[src/rtl/uart_pkg.sv]
// Types and constants shared by the UART transmit/receive path.
package uart_pkg;

  localparam int UART_BYTE_W = 8;

  typedef enum logic [1:0] {
    IDLE = 2'd0,
    REQ  = 2'd1,
    BUSY = 2'd2
  } tx_feed_state_t;

endpackage

[src/rtl/uart_sync_fifo.sv]
// Single-clock circular FIFO with registered read data and registered level;
// read data only changes on an accepted pop, so it can be used as a holding register.
import uart_pkg::*;

module uart_sync_fifo #(
  parameter  int DEPTH = 16,
  parameter  int WIDTH = UART_BYTE_W,
  localparam int AW    = $clog2(DEPTH),
  localparam int LW    = AW + 1
) (
  input  logic             clk,
  input  logic             reset_n,
  input  logic             push,
  input  logic [WIDTH-1:0] push_data,
  input  logic             pop,
  input  logic             flush,
  output logic [WIDTH-1:0] pop_data,
  output logic             full,
  output logic             empty,
  output logic [LW-1:0]    level
);

  logic [WIDTH-1:0] mem [DEPTH];
  logic [AW-1:0]    rd_ptr;
  logic [AW-1:0]    wr_ptr;
  logic             do_push;
  logic             do_pop;

  assign full    = (level == LW'(DEPTH));
  assign empty   = (level == '0);
  assign do_push = push && !full;
  assign do_pop  = pop && !empty;

  // Storage has no reset so it maps onto block RAM.
  always_ff @(posedge clk) begin
    if (do_push && !flush) begin
      mem[wr_ptr] <= push_data;
    end
  end

  always_ff @(posedge clk or negedge reset_n) begin
    if (!reset_n) begin
      rd_ptr   <= '0;
      wr_ptr   <= '0;
      level    <= '0;
      pop_data <= '0;
    end else if (flush) begin
      rd_ptr <= '0;
      wr_ptr <= '0;
      level  <= '0;
    end else begin
      if (do_push) begin
        wr_ptr <= wr_ptr + AW'(1);
      end
      if (do_pop) begin
        rd_ptr   <= rd_ptr + AW'(1);
        pop_data <= mem[rd_ptr];
      end
      case ({do_push, do_pop})
        2'b10:   level <= level + LW'(1);
        2'b01:   level <= level - LW'(1);
        default: level <= level;
      endcase
    end
  end

endmodule

[src/rtl/uart_tx_feeder.sv]
// Buffers host bytes and hands them one per frame to the UART transmitter
// through the start_tx / tx_done handshake.
import uart_pkg::*;

module uart_tx_feeder #(
  parameter  int DEPTH        = 16,
  parameter  int AFULL_THRESH = 12,
  localparam int LW           = $clog2(DEPTH) + 1
) (
  input  logic                   clk,
  input  logic                   reset_n,
  input  logic                   wr_en,
  input  logic [UART_BYTE_W-1:0] wr_data,
  input  logic                   flush,
  input  logic                   clr_ovf,
  output logic                   full,
  output logic                   almost_full,
  output logic                   empty,
  output logic [LW-1:0]          level,
  output logic                   overflow,
  output logic                   busy,
  output logic [UART_BYTE_W-1:0] tx_data,
  output logic                   start_tx,
  input  logic                   tx_done
);

  tx_feed_state_t state;
  logic           pop;

  // The FIFO read register doubles as the tx_data holding register.
  assign pop = (state == IDLE) && !empty && tx_done;

  uart_sync_fifo #(
    .DEPTH (DEPTH),
    .WIDTH (UART_BYTE_W)
  ) u_fifo (
    .clk       (clk),
    .reset_n   (reset_n),
    .push      (wr_en),
    .push_data (wr_data),
    .pop       (pop),
    .flush     (flush),
    .pop_data  (tx_data),
    .full      (full),
    .empty     (empty),
    .level     (level)
  );

  assign almost_full = (level >= LW'(AFULL_THRESH));

  always_ff @(posedge clk or negedge reset_n) begin
    if (!reset_n) begin
      overflow <= 1'b0;
    end else if (wr_en && full) begin
      overflow <= 1'b1;
    end else if (clr_ovf) begin
      overflow <= 1'b0;
    end
  end

  always_ff @(posedge clk or negedge reset_n) begin
    if (!reset_n) begin
      state    <= IDLE;
      busy     <= 1'b0;
      start_tx <= 1'b0;
    end else begin
      case (state)
        IDLE: begin
          if (pop) begin
            state    <= REQ;
            busy     <= 1'b1;
            start_tx <= 1'b1;
          end
        end
        REQ: begin
          // The core signals acceptance by dropping tx_done.
          if (!tx_done) begin
            state    <= BUSY;
            start_tx <= 1'b0;
          end
        end
        BUSY: begin
          if (tx_done) begin
            state <= IDLE;
            busy  <= 1'b0;
          end
        end
        default: begin
          state    <= IDLE;
          busy     <= 1'b0;
          start_tx <= 1'b0;
        end
      endcase
    end
  end

endmodule

[config.mk]
export PLATFORM = sky130hd
export DESIGN_NAME = uart_tx_feeder
export DESIGN_NICKNAME = d
export VERILOG_FILES = /design/src/rtl/uart_pkg.sv /design/src/rtl/uart_sync_fifo.sv /design/src/rtl/uart_tx_feeder.sv
export SDC_FILE = /design/constraint.sdc
export NUM_CORES = 1
export LEC_CHECK = 0
export BUFFER_PORTS_ARGS = -buffer_cell sky130_fd_sc_hd__buf_2
export CAP_MARGIN = 20
export CORE_ASPECT_RATIO = 0.5
export CORE_MARGIN = 2
export CORE_UTILIZATION = 35
export CTS_CLUSTER_DIAMETER = 100
export DETAILED_ROUTE_END_ITERATION = 10
export PLACE_DENSITY = 0.55
export SLEW_MARGIN = 0
export SYNTH_ARGS = -nofsm -noshare
export SYNTH_HDL_FRONTEND = slang
export SYNTH_HIERARCHICAL = 1
export SYNTH_SLANG_ARGS = --single-unit
[constraint.sdc]
create_clock -name clk -period 8 [get_ports clk]
set_input_delay 0.4 -clock clk [delete_from_list [all_inputs] [get_ports clk]]
set_output_delay 0.4 -clock clk [all_outputs]
set_load 0.02 [all_outputs]
# After elaboration in Yosys (flattened, before gate mapping)

Memory sizes are Yosys's and may differ from the RTL's. A register that Yosys moved wholly into a read port is not among the register bits.
Cells that the tools add are included.

Memories: 1
Bits in writable memories: 128
Bits of input ports: 14
Word-level logic and storage cells: 63
Register bits after elaboration: 18

Memory list:

| name       | words | bits a word | read ports | clocked after memory_dff | write ports | RTL line             | text |
|---|---|---|---|---|---|---|---|
| u_fifo.mem | 16    | 8           | 1          | 1                        | 1           | uart_sync_fifo.sv:23 | `logic [WIDTH-1:0] mem [DEPTH];` |

$lt $le $gt $ge: 1
Equal/unequal tests: 8
Reductions and logical operators: 20
Muxes and demuxes: 19
Bitwise operators: 3
$add $sub $neg: 4

Operators with widths:

| cell                                                               | count |
|---|---|
| 2-to-1 mux 4 bit                                                   | 4 |
| case mux 5 bit (2 select lines)                                    | 1 |
| AND reduction 3 bit                                                | 3 |
| adder 4 x 1 -> 4 bit (second input constant)                       | 2 |
| 2-to-1 mux 1 bit                                                   | 7 |
| logical AND 1 bit                                                  | 6 |
| 2-to-1 mux 2 bit                                                   | 3 |
| case mux 1 bit (3 select lines)                                    | 2 |
| case mux 2 bit (3 select lines)                                    | 1 |
| nonzero test 2 bit                                                 | 3 |
| adder 5 x 1 -> 5 bit (second input constant)                       | 1 |
| == test 5 bit (second input constant)                              | 1 |
| greater-or-equal comparator 5 x 4 -> 1 bit (second input constant) | 1 |
| logical NOT 5 bit                                                  | 1 |
| 2-to-1 mux 5 bit                                                   | 1 |
| subtractor 5 x 1 -> 5 bit (second input constant)                  | 1 |
| == test 2 x 1 -> 1 bit (second input constant)                     | 2 |
| == test 2 bit (second input constant)                              | 2 |
| logical NOT 1 bit                                                  | 4 |
| inequality test 2 bit (second input constant)                      | 2 |
| NOT 1 bit                                                          | 3 |
| nonzero test 3 bit                                                 | 1 |
| logical NOT 2 bit                                                  | 1 |
| inequality test 2 x 1 -> 1 bit (second input constant)             | 1 |
| AND reduction 2 bit                                                | 1 |

# Longest topological paths before layout

Gate-level depths: netlist (run 1).

Word-level depth: 8
Gate-level depth with buffers: 12
Gate-level depth less buffers: 12

# Cells and area by module

Netlist (run 1), hierarchy kept.

Modules (own cells, without submodules):

| module         | times used | cells each | area an instance (um^2) | sequential area each (um^2) |
|---|---|---|---|---|
| uart_sync_fifo | 1          | 330        | 6102.1                  | 4369.2 |
| uart_tx_feeder | 1          | 20         | 234.0                   | 125.1 |

# Worst setup path before layout (run 1)

OpenSTA, ideal clock, no wires.

Path kind: reg-to-reg
Start: register u_fifo.level[1]
End: register u_fifo.level[4]
Setup time: 0.122 ns
Stages on the path, launching flop included: 13
Arrival time: 3.286 ns
Path slack: 4.592 ns
Data required time: 7.878 ns
Cell sequence: dfrtp_1 or4_4 nor2_1 nor4b_4 o21a_2 nand2_1 inv_1 ha_1 nor2b_1 o21ai_0 a211o_1 o21ai_0 a2111oi_1

Word-level cells in the longest chain between the ends: 8
Elaborated cells between the ends (all ways): 15
Classes of those cells: 2 x add/sub; 3 x eq/ne; 2 x mux; 8 x reduce/logical

RTL lines:

| element                                                        | RTL line             | text |
|---|---|---|
| start, declared                                                | uart_sync_fifo.sv:20 | `output logic [LW-1:0] level` |
| start signal, assigned                                         | uart_sync_fifo.sv:60 | `2'b10: level <= level + LW'(1);` |
| start signal, assigned                                         | uart_sync_fifo.sv:61 | `2'b01: level <= level - LW'(1);` |
| start signal, assigned                                         | uart_sync_fifo.sv:62 | `default: level <= level;` |
| logical NOT 5 bit (*)                                          | uart_sync_fifo.sv:30 | `assign empty = (level == '0);` |
| net empty                                                      | uart_tx_feeder.sv:18 | `output logic empty,` |
| logical NOT 1 bit (*)                                          | uart_tx_feeder.sv:31 | `assign pop = (state == IDLE) && !empty && tx_done;` |
| logical AND 1 bit (*) (2 in a row)                             | uart_tx_feeder.sv:31 |  |
| net pop                                                        | uart_tx_feeder.sv:28 | `logic pop;` |
| logical AND 1 bit (*)                                          | uart_sync_fifo.sv:32 | `assign do_pop = pop && !empty;` |
| == test 2 x 1 -> 1 bit / == test 2 bit (equally long branches) | uart_sync_fifo.sv:59 | `case ({do_push, do_pop})` |
| case mux 5 bit (2 select lines)                                | uart_sync_fifo.sv:59 |  |
| 2-to-1 mux 5 bit                                               | uart_sync_fifo.sv:47 | `end else if (flush) begin` |

The timed path passes the listed nets; every way through them passes the cells marked *.
A chain may end at the register's enable or synchronous reset.

# Worst setup path after layout (run 1)

Start: register u_fifo.level[1]
End: register u_fifo.level[4]

Word-level cells in the longest chain between the ends: 8
Elaborated cells between the ends (all ways): 15
Classes of those cells: 2 x add/sub; 3 x eq/ne; 2 x mux; 8 x reduce/logical

RTL lines:

| element                                                        | RTL line |
|---|---|
| logical NOT 5 bit (*)                                          | uart_sync_fifo.sv:30 |
| logical NOT 1 bit (*)                                          | uart_tx_feeder.sv:31 |
| logical AND 1 bit (*) (2 in a row)                             | uart_tx_feeder.sv:31 |
| net pop                                                        | uart_tx_feeder.sv:28 |
| logical AND 1 bit (*)                                          | uart_sync_fifo.sv:32 |
| == test 2 x 1 -> 1 bit / == test 2 bit (equally long branches) | uart_sync_fifo.sv:59 |
| case mux 5 bit (2 select lines)                                | uart_sync_fifo.sv:59 |
| 2-to-1 mux 5 bit                                               | uart_sync_fifo.sv:47 |

Marks and branches as above.

==> results.json, run 1 <==
{
  "ir_worst_vdd_mv": 0.09356,
  "power.net_switching_w": 0.0006444,
  "avgSynthCellArea_um2": 18.10,
  "worst_path_most_repeated_cell": "o21ai_0",
  "synth_edf_count": 128,
  "setup_slack_ps": 4533,
  "setup_viol": 0,
  "finalPower_w": 0.002150,
  "synth_area_um2": 6336,
  "crit_path_end_kind": "register",
  "grt_use_total_pct": 13.56,
  "ys_seq_area_share_pct": 70.93,
  "worstHoldPathType": "in -> async",
  "fmax_mhz": 288.4,
  "die-area_um2": 19260,
  "port_buffers": 32,
  "htreeDepth": 4,
  "initial_core_util_pct": 36.06,
  "clk_path_buf_depth": 2,
  "hold_viol": 0,
  "p_seq_share_pct": 45.1,
  "area_delta_synth_final_pct": 15.90,
  "maxCapViolations": 0,
  "post-route-period-util_pct": 43.34,
  "fin_skew_ps": 11.95,
  "cp_slowest_cell": "or4_4",
  "die_w_um": 194.3,
  "antenna_left": 0,
  "power.leakage_nw": 2.488,
  "place_congestion": 0.7673,
  "vias": 3119,
  "worstPathRequired_ps": 8280,
  "std_cell_rows": 34,
  "finalCriticalPeriod_ps": 3467,
  "async_flop_share_pct": 16.88,
  "final_common_cell": "edfxtp_1",
  "sw_frac_of_total_pct": 29.97,
  "status": "complete, but fails checks",
  "dr.pass1.iters": 9,
  "cp-startpoint": "u_fifo/level[1]",
  "cts_root_buffer": "clkbuf_16",
  "setup_tns_ps": 0,
  "synthTopCellsByArea": "edfxtp_1, mux4_2, dfrtp_1, mux2i_1, ha_1",
  "crit_path_start_kind": "register",
  "rsz0062_at_grt": "no",
  "power_density_nw_per_um2": 292.8,
  "layout.nets": 413,
  "clock-sinks": 154,
  "vias_per_cell": 4.896,
  "combPwrFrac_pct": 19.0,
  "syn_inst": 350,
  "grt_pass1_wl_um": 18850,
  "critPathMaxStageDelay_ps": 590,
  "cts_tree": "done",
  "pre_cts_slack_ps": 4539,
  "synth-seq-cells": 154,
  "wire_per_inst_um": 19.06,
  "crit_type": "reg -> reg",
  "slew_viol_final": 0,
  "synth_top_area_cell": "edfxtp_1",
  "cts_buffers": 17,
  "synthFlopType": "edfxtp_1",
  "multi_input_area_um2": 1733,
  "antenna_found_initial": 0,
  "drive_above_1_share_pct": 27.54,
  "worst_ep_arrival_time_ps": 3740,
  "synth_nets": 373,
  "ioPinCount": 33,
  "cts_resized": 0,
  "final_cell_mix": "edfxtp_1, buf_2, mux4_2, dfrtp_1, nor2_1",
  "worst_pin_slew_ps": 845.6,
  "dieHeight_um": 99.14,
  "cp_cell_sequence": "or4_4 > nor2_1 > nor4b_4 > o21a_2 > nand2_1 > inv_1 > ha_1 > nor2b_1 > o21ai_0 > a211o_1 > o21ai_0 > a2111oi_1",
  "yosysWarnings": 6,
  "cts.clk_slew.worst_paths_ps": 70,
  "seq_area_um2": 4496,
  "crit_path_max_fanout": 9,
  "p_clk_share_pct": 35.9,
  "p_int_w": 0.001506,
  "coreArea_um2": 17570,
  "dpl.hpwl_um": 7599,
  "ctsHoldBuffers": 0,
  "r2r-start": "u_fifo/level[1]",
  "gr-total-overflow": 0,
  "routed_wirelength_um": 12140,
  "grt_pass1_vias": 3245,
  "max_slew_margin_pct": 43.42,
  "insertion_delay_ps": 420,
  "initialDrtViolationCount": 158,
  "grt_max_degree": 36,
  "cts_setup_buffers": 0,
  "violations": "design-rule violations",
  "drc": 4,
  "fillerInstances": 1545,
  "synth_cell_types": 44,
  "diodes": 0,
  "synth_top_area_share_pct": 60.66
}
## cell usage after synthesis, types with 2 or more instances
cell type and n:
nor2b_1 3, a21oi_1 4, or3_1 2, nand3_1 2, mux4_2 32, dfrtp_1 26
nand4_1 2, ha_1 8, inv_1 8, buf_2 7, and2_1 13, clkbuf_1 8
xor2_1 4, nand2b_1 4, xnor2_1 6, nand2_1 17, o221ai_1 8, mux2i_1 18
o21ai_0 4, nor3_1 3, nor4_1 2, a211o_1 2, edfxtp_1 128, nor2_1 19
## power by group through the flow
stage,registers (W),logic [W],clock network (W)
global placement,0.000983,0.000415,0
detailed placement,0.000986,0.000416,0
floorplan,0.00101,0.000265,0
CTS,0.000970,0.000417,0.000789
finish,0.000969,0.000409,0.000772
global route,0.000977,0.000452,0.000825
## path summary, 6_finish.rpt
kind                       cells after the start  slack [ps]                 end
min                                            1           6                busy
min in group clk                               2         170            overflow
min reg2reg                                    2         490  u_fifo/pop_data[5]
max in group asynchronous                      1        7530    u_fifo/rd_ptr[1]
max reg2reg                                   12        4530     u_fifo/level[4]
max                                           12        4530     u_fifo/level[4]
## cells by family (layout without fill, tap and decap cells)
family	Yosys count	count (layout)	share of synthesized area, %
flops	154	154	70.93
buf+inv	25	78	1.817
compound gates	30	30	3.752
xor+xnor	10	10	1.382
mux	50	50	14.22
simple gates	72	72	6.003
fa+ha+maj	9	9	1.896
## critical path: cells and delay by family, from the launching register on
family | cells | cell delay (ps)
buffers and inverters | 1 | 80
flip-flops | 1 | 460
AND/OR/NAND/NOR | 5 | 1250
adder cells (fa/ha/maj) | 1 | 320
AO/OA/AOI/OAI | 5 | 1220
## stage by stage
stage	area, um^2	util [%]	std cells	hold WS [ps]
6_report	7343	41.80	637	6.235
2_1_floorplan	6336	-	350	104.4
3_3_place_gp	6756	38.46	605	468.8
3_5_place_dp	6756	38.46	605	472.5
4_1_cts	7343	41.80	637	20.17
5_1_grt	7343	41.80	637	46.67
## sequential cells by signal, indices dropped and copies added, names as in the netlist
signal           cells
u_fifo/level         5
busy                 1
u_fifo/mem         128
overflow             1
u_fifo/wr_ptr        4
u_fifo/rd_ptr        4
start_tx             1
state                2
u_fifo/pop_data      8
## per-layer routing
metal | wire, um | global-route usage [%]
met4 | 120 | 5.148
met5 | 0 | 0
met3 | 468 | 3.662
met2 | 5631 | 21.17
met1 | 5920 | 18.38
## cell type report
cell class	instances	share of cell area, %
clock buffers	18	5.844
clock inverters	14	2.147
inverters	8	0.4089
multi-input cells	171	23.60
flip-flops and latches	154	61.22
well taps	234	3.987
repair buffers	38	2.794
Note: power is estimated with default switching activity, not from simulation.
==> run 2: changes to the inputs <==
--- a/config.mk
+++ b/config.mk
@@ -5,6 +5,7 @@
 export SDC_FILE = /design/constraint.sdc
 export NUM_CORES = 1
 export LEC_CHECK = 0
+export ABC_AREA = 1
 export BUFFER_PORTS_ARGS = -buffer_cell sky130_fd_sc_hd__buf_2
 export CAP_MARGIN = 20
 export CORE_ASPECT_RATIO = 0.5
@@ -12,7 +13,7 @@
 export CORE_UTILIZATION = 35
 export CTS_CLUSTER_DIAMETER = 100
 export DETAILED_ROUTE_END_ITERATION = 10
-export PLACE_DENSITY = 0.55
+export PLACE_DENSITY = 0.54
 export SLEW_MARGIN = 0
 export SYNTH_ARGS = -nofsm -noshare
 export SYNTH_HDL_FRONTEND = slang
==> constraint.sdc (replaced) <==
create_clock -name clk -period 3.6 [get_ports clk]
set_input_delay 0.18 -clock clk [delete_from_list [all_inputs] [get_ports clk]]
set_output_delay 0.18 -clock clk [all_outputs]
set_load 0.02 [all_outputs]
==> run 2 against run 1 <==
The run now ends clean. First-iteration DRC count grew to 3.0 times the previous value. Setup slack lost 3400 ps. Combinational power grew 99%. Sequential share of layout area shrank 4.1 points. Via count grew 51%. Worst hold slack gained 30 ps. Die area grew 7.2%. Clock skew shrank 4.7 ps. Largest power group unchanged. Sequential power grew 110%. Sequential cell count is the same.
==> results.json, run 2 <==
{
  "antenna_left": 0,
  "hold-path-endpoint": "overflow",
  "regToRegEndpoint": "u_fifo/level[3]",
  "synthTopCellsByArea": "edfxtp_1, nand2_1, dfrtp_1, nand3_1, inv_1",
  "synth_nets": 694,
  "max_slew_margin_pct": 28.31,
  "std_cell_rows": 35,
  "cts_buffers": 17,
  "grt_pass1_wl_um": 25580,
  "r2r-start": "u_fifo/level[4]",
  "crit_path_max_fanout": 6,
  "synth_top_area_cell": "edfxtp_1",
  "fillerInstances": 1823,
  "power.leakage_nw": 3.348,
  "hold_slack_ps": 36.17,
  "crit_path_start_kind": "register",
  "htreeDepth": 4,
  "synth_simple_gate_area_share_pct": 24.27,
  "power_density_nw_per_um2": 597.1,
  "reg_top3": "u_fifo/mem x128, u_fifo/pop_data x8, u_fifo/level x5",
  "die_w_um": 201.3,
  "yosysWarnings": 6,
  "cts_root_buffer": "clkbuf_16",
  "port_buffers": 32,
  "finalPower_w": 0.004696,
  "utilization_pct": 41.96,
  "finalCriticalPeriod_ps": 2444,
  "syn_inst": 671,
  "clock-sinks": 154,
  "synth_top_family_by_area": "simple AND/OR/NAND/NOR gates",
  "cts_setup_buffers": 0,
  "cts.clk_slew.worst_paths_ps": 60,
  "worst_ep_arrival_time_ps": 2750,
  "reg2reg_depth": 14,
  "crit_path_end_kind": "register",
  "dr.pass1.iters": 5,
  "die-area_um2": 20650,
  "maxCapViolations": 0,
  "routed_wirelength_um": 16660,
  "vias_per_cell": 4.778,
  "crit_type": "reg -> reg",
  "dpl.hpwl_um": 10420,
  "grt_max_degree": 67,
  "status": "completed",
  "cts_tree": "done",
  "area_delta_synth_final_pct": 15.51,
  "synth-xor-area-share_pct": 0.1286,
  "insertion_delay_ps": 420,
  "grt_pass1_vias": 4466,
  "synth_top_area_share_pct": 56.45,
  "r2r_slack_ps": 1160,
  "place_congestion": 0.8118,
  "fin_skew_ps": 7.253,
  "regMostFlops": "u_fifo/mem",
  "worstHoldPathType": "in -> reg",
  "antenna_found_initial": 0,
  "hp-start": "wr_en",
  "synth_area_um2": 6809,
  "min_delay_path_depth": 3,
  "ir_worst_vdd_mv": 0.3330,
  "final_common_cell": "nand2_1",
  "synthFlopType": "edfxtp_1",
  "setup_viol": 0,
  "ys_seq_area_share_pct": 66.01,
  "final_cell_mix": "nand2_1, edfxtp_1, nand3_1, inv_1, buf_2",
  "async_flop_share_pct": 16.88,
  "grt_use_total_pct": 16.60,
  "yosysMostFrequentCell": "nand2_1",
  "fmax_mhz": 409.1,
  "layout.nets": 737,
  "dieHeight_um": 102.6,
  "worstPathRequired_ps": 3910,
  "worst_pin_slew_ps": 1067,
  "coreArea_um2": 18740,
  "slew_viol_final": 0,
  "wire_per_inst_um": 16.89,
  "gr-total-overflow": 0,
  "clk_path_buf_depth": 2,
  "initialDrtViolationCount": 473,
  "avgSynthCellArea_um2": 10.15,
  "drc": 0,
  "synth_fa_ha_area_share_pct": 1.764,
  "synth_compound_area_share_pct": 1.801,
  "synth-seq-cells": 154,
  "post-route-period-util_pct": 67.90,
  "vias": 4711,
  "largest_reg_flops": 128,
  "synth_edf_count": 128,
  "diodes": 0,
  "drive_above_1_share_pct": 13.07,
  "initial_core_util_pct": 36.33,
  "setup_tns_ps": 0,
  "hold_viol": 0,
  "yosys-mux-area-fraction_pct": 0,
  "synth_cell_types": 29,
  "rsz0062_at_grt": "no",
  "ys_top_cells_by_count": "nand2_1, edfxtp_1, nand3_1",
  "ioPinCount": 33
}
## run 2: cell types whose count changed after synthesis, moves of 7 or more
cell / change
o221ai_1: -8
mux2i_1: -18
nor2_1: +11
nor3_1: +11
and2_1: -13
nand3_1: +69
nand2_1: +249
o21ai_1: +10
inv_1: +45
mux4_2: -32
buf_2: +7
buf_6: +7
## run 2: where the power goes
part           switching [W]  internal (W)
sequential         0.0000592       0.00202
combinational       0.000571      0.000241
clock               0.000759       0.00104
total                0.00139       0.00331
## run 2: worst max-delay path by stage
| stage | from | endpoint | slack, ps |
|---|---|---|---|
| floorplan | u_fifo/level[4] | u_fifo/level[3] | 1190 |
| global placement | u_fifo/level[4] | u_fifo/level[3] | 1240 |
| detailed placement | u_fifo/level[4] | u_fifo/level[3] | 1140 |
| CTS | u_fifo/level[4] | u_fifo/level[3] | 1140 |
| global route | u_fifo/level[4] | u_fifo/level[4] | 890 |
| finish | u_fifo/level[4] | u_fifo/level[3] | 1160 |
## run 2: cell families (layout without fill, tap and decap cells)
kind of cell / Yosys count / in the layout
AO/OA/AOI/OAI: 24 / 24
XOR/XNOR: 1 / 1
adder cells (fa/ha/maj): 9 / 9
buffers and inverters: 88 / 144
flip-flops: 154 / 154
AND/OR/NAND/NOR: 395 / 395
## run 2: routing by layer
layer  vias up  global-route usage [%]  part of all wire, %
met4         0                   4.468                 0.82
met1      2270                   23.08                   48
li1       2286                       -                    -
met2       143                   27.04                   45
met3        12                   3.255                  5.4
met5         -                       0                    0
## run 2: what timing repair did
item / 4_1_cts / 5_1_grt
resized for setup: 0 / 0
hold buffers: 3 / 0
endpoints found under the hold margin: 28 / 0
## run 2: final cells by class
type | count | area (um^2) | share of cell area, %
well taps | 259 | 324.1 | 4.120
flip-flops and latches | 154 | 4496 | 57.16
multi-input cells | 429 | 1904 | 24.21
repair buffers | 50 | 315.3 | 4.009
clock inverters | 14 | 161.4 | 2.052
inverters | 62 | 235.2 | 2.991
clock buffers | 18 | 429.2 | 5.457
## run 2: worst max-delay path, cell delays in order, from the launching register on
cell,delay [ps]
dfrtp_1,440
inv_1,100
nand3_2,120
inv_1,70
nor2_1,100
nand2_1,80
inv_1,100
nand2_4,80
nor2_1,260
ha_1,350
a21oi_1,140
nand2_1,70
or2_2,270
nand4_1,90
nand2_1,60
## run 2: metrics by stage
step           std cells  worst slack (ps)  area (um^2)
6_report             986              1156         7865
5_1_grt              986             890.4         7865
4_1_cts              985              1142         7858
3_5_place_dp         950              1140         7237
3_3_place_gp         950              1243         7237
2_1_floorplan        671              1187         6809
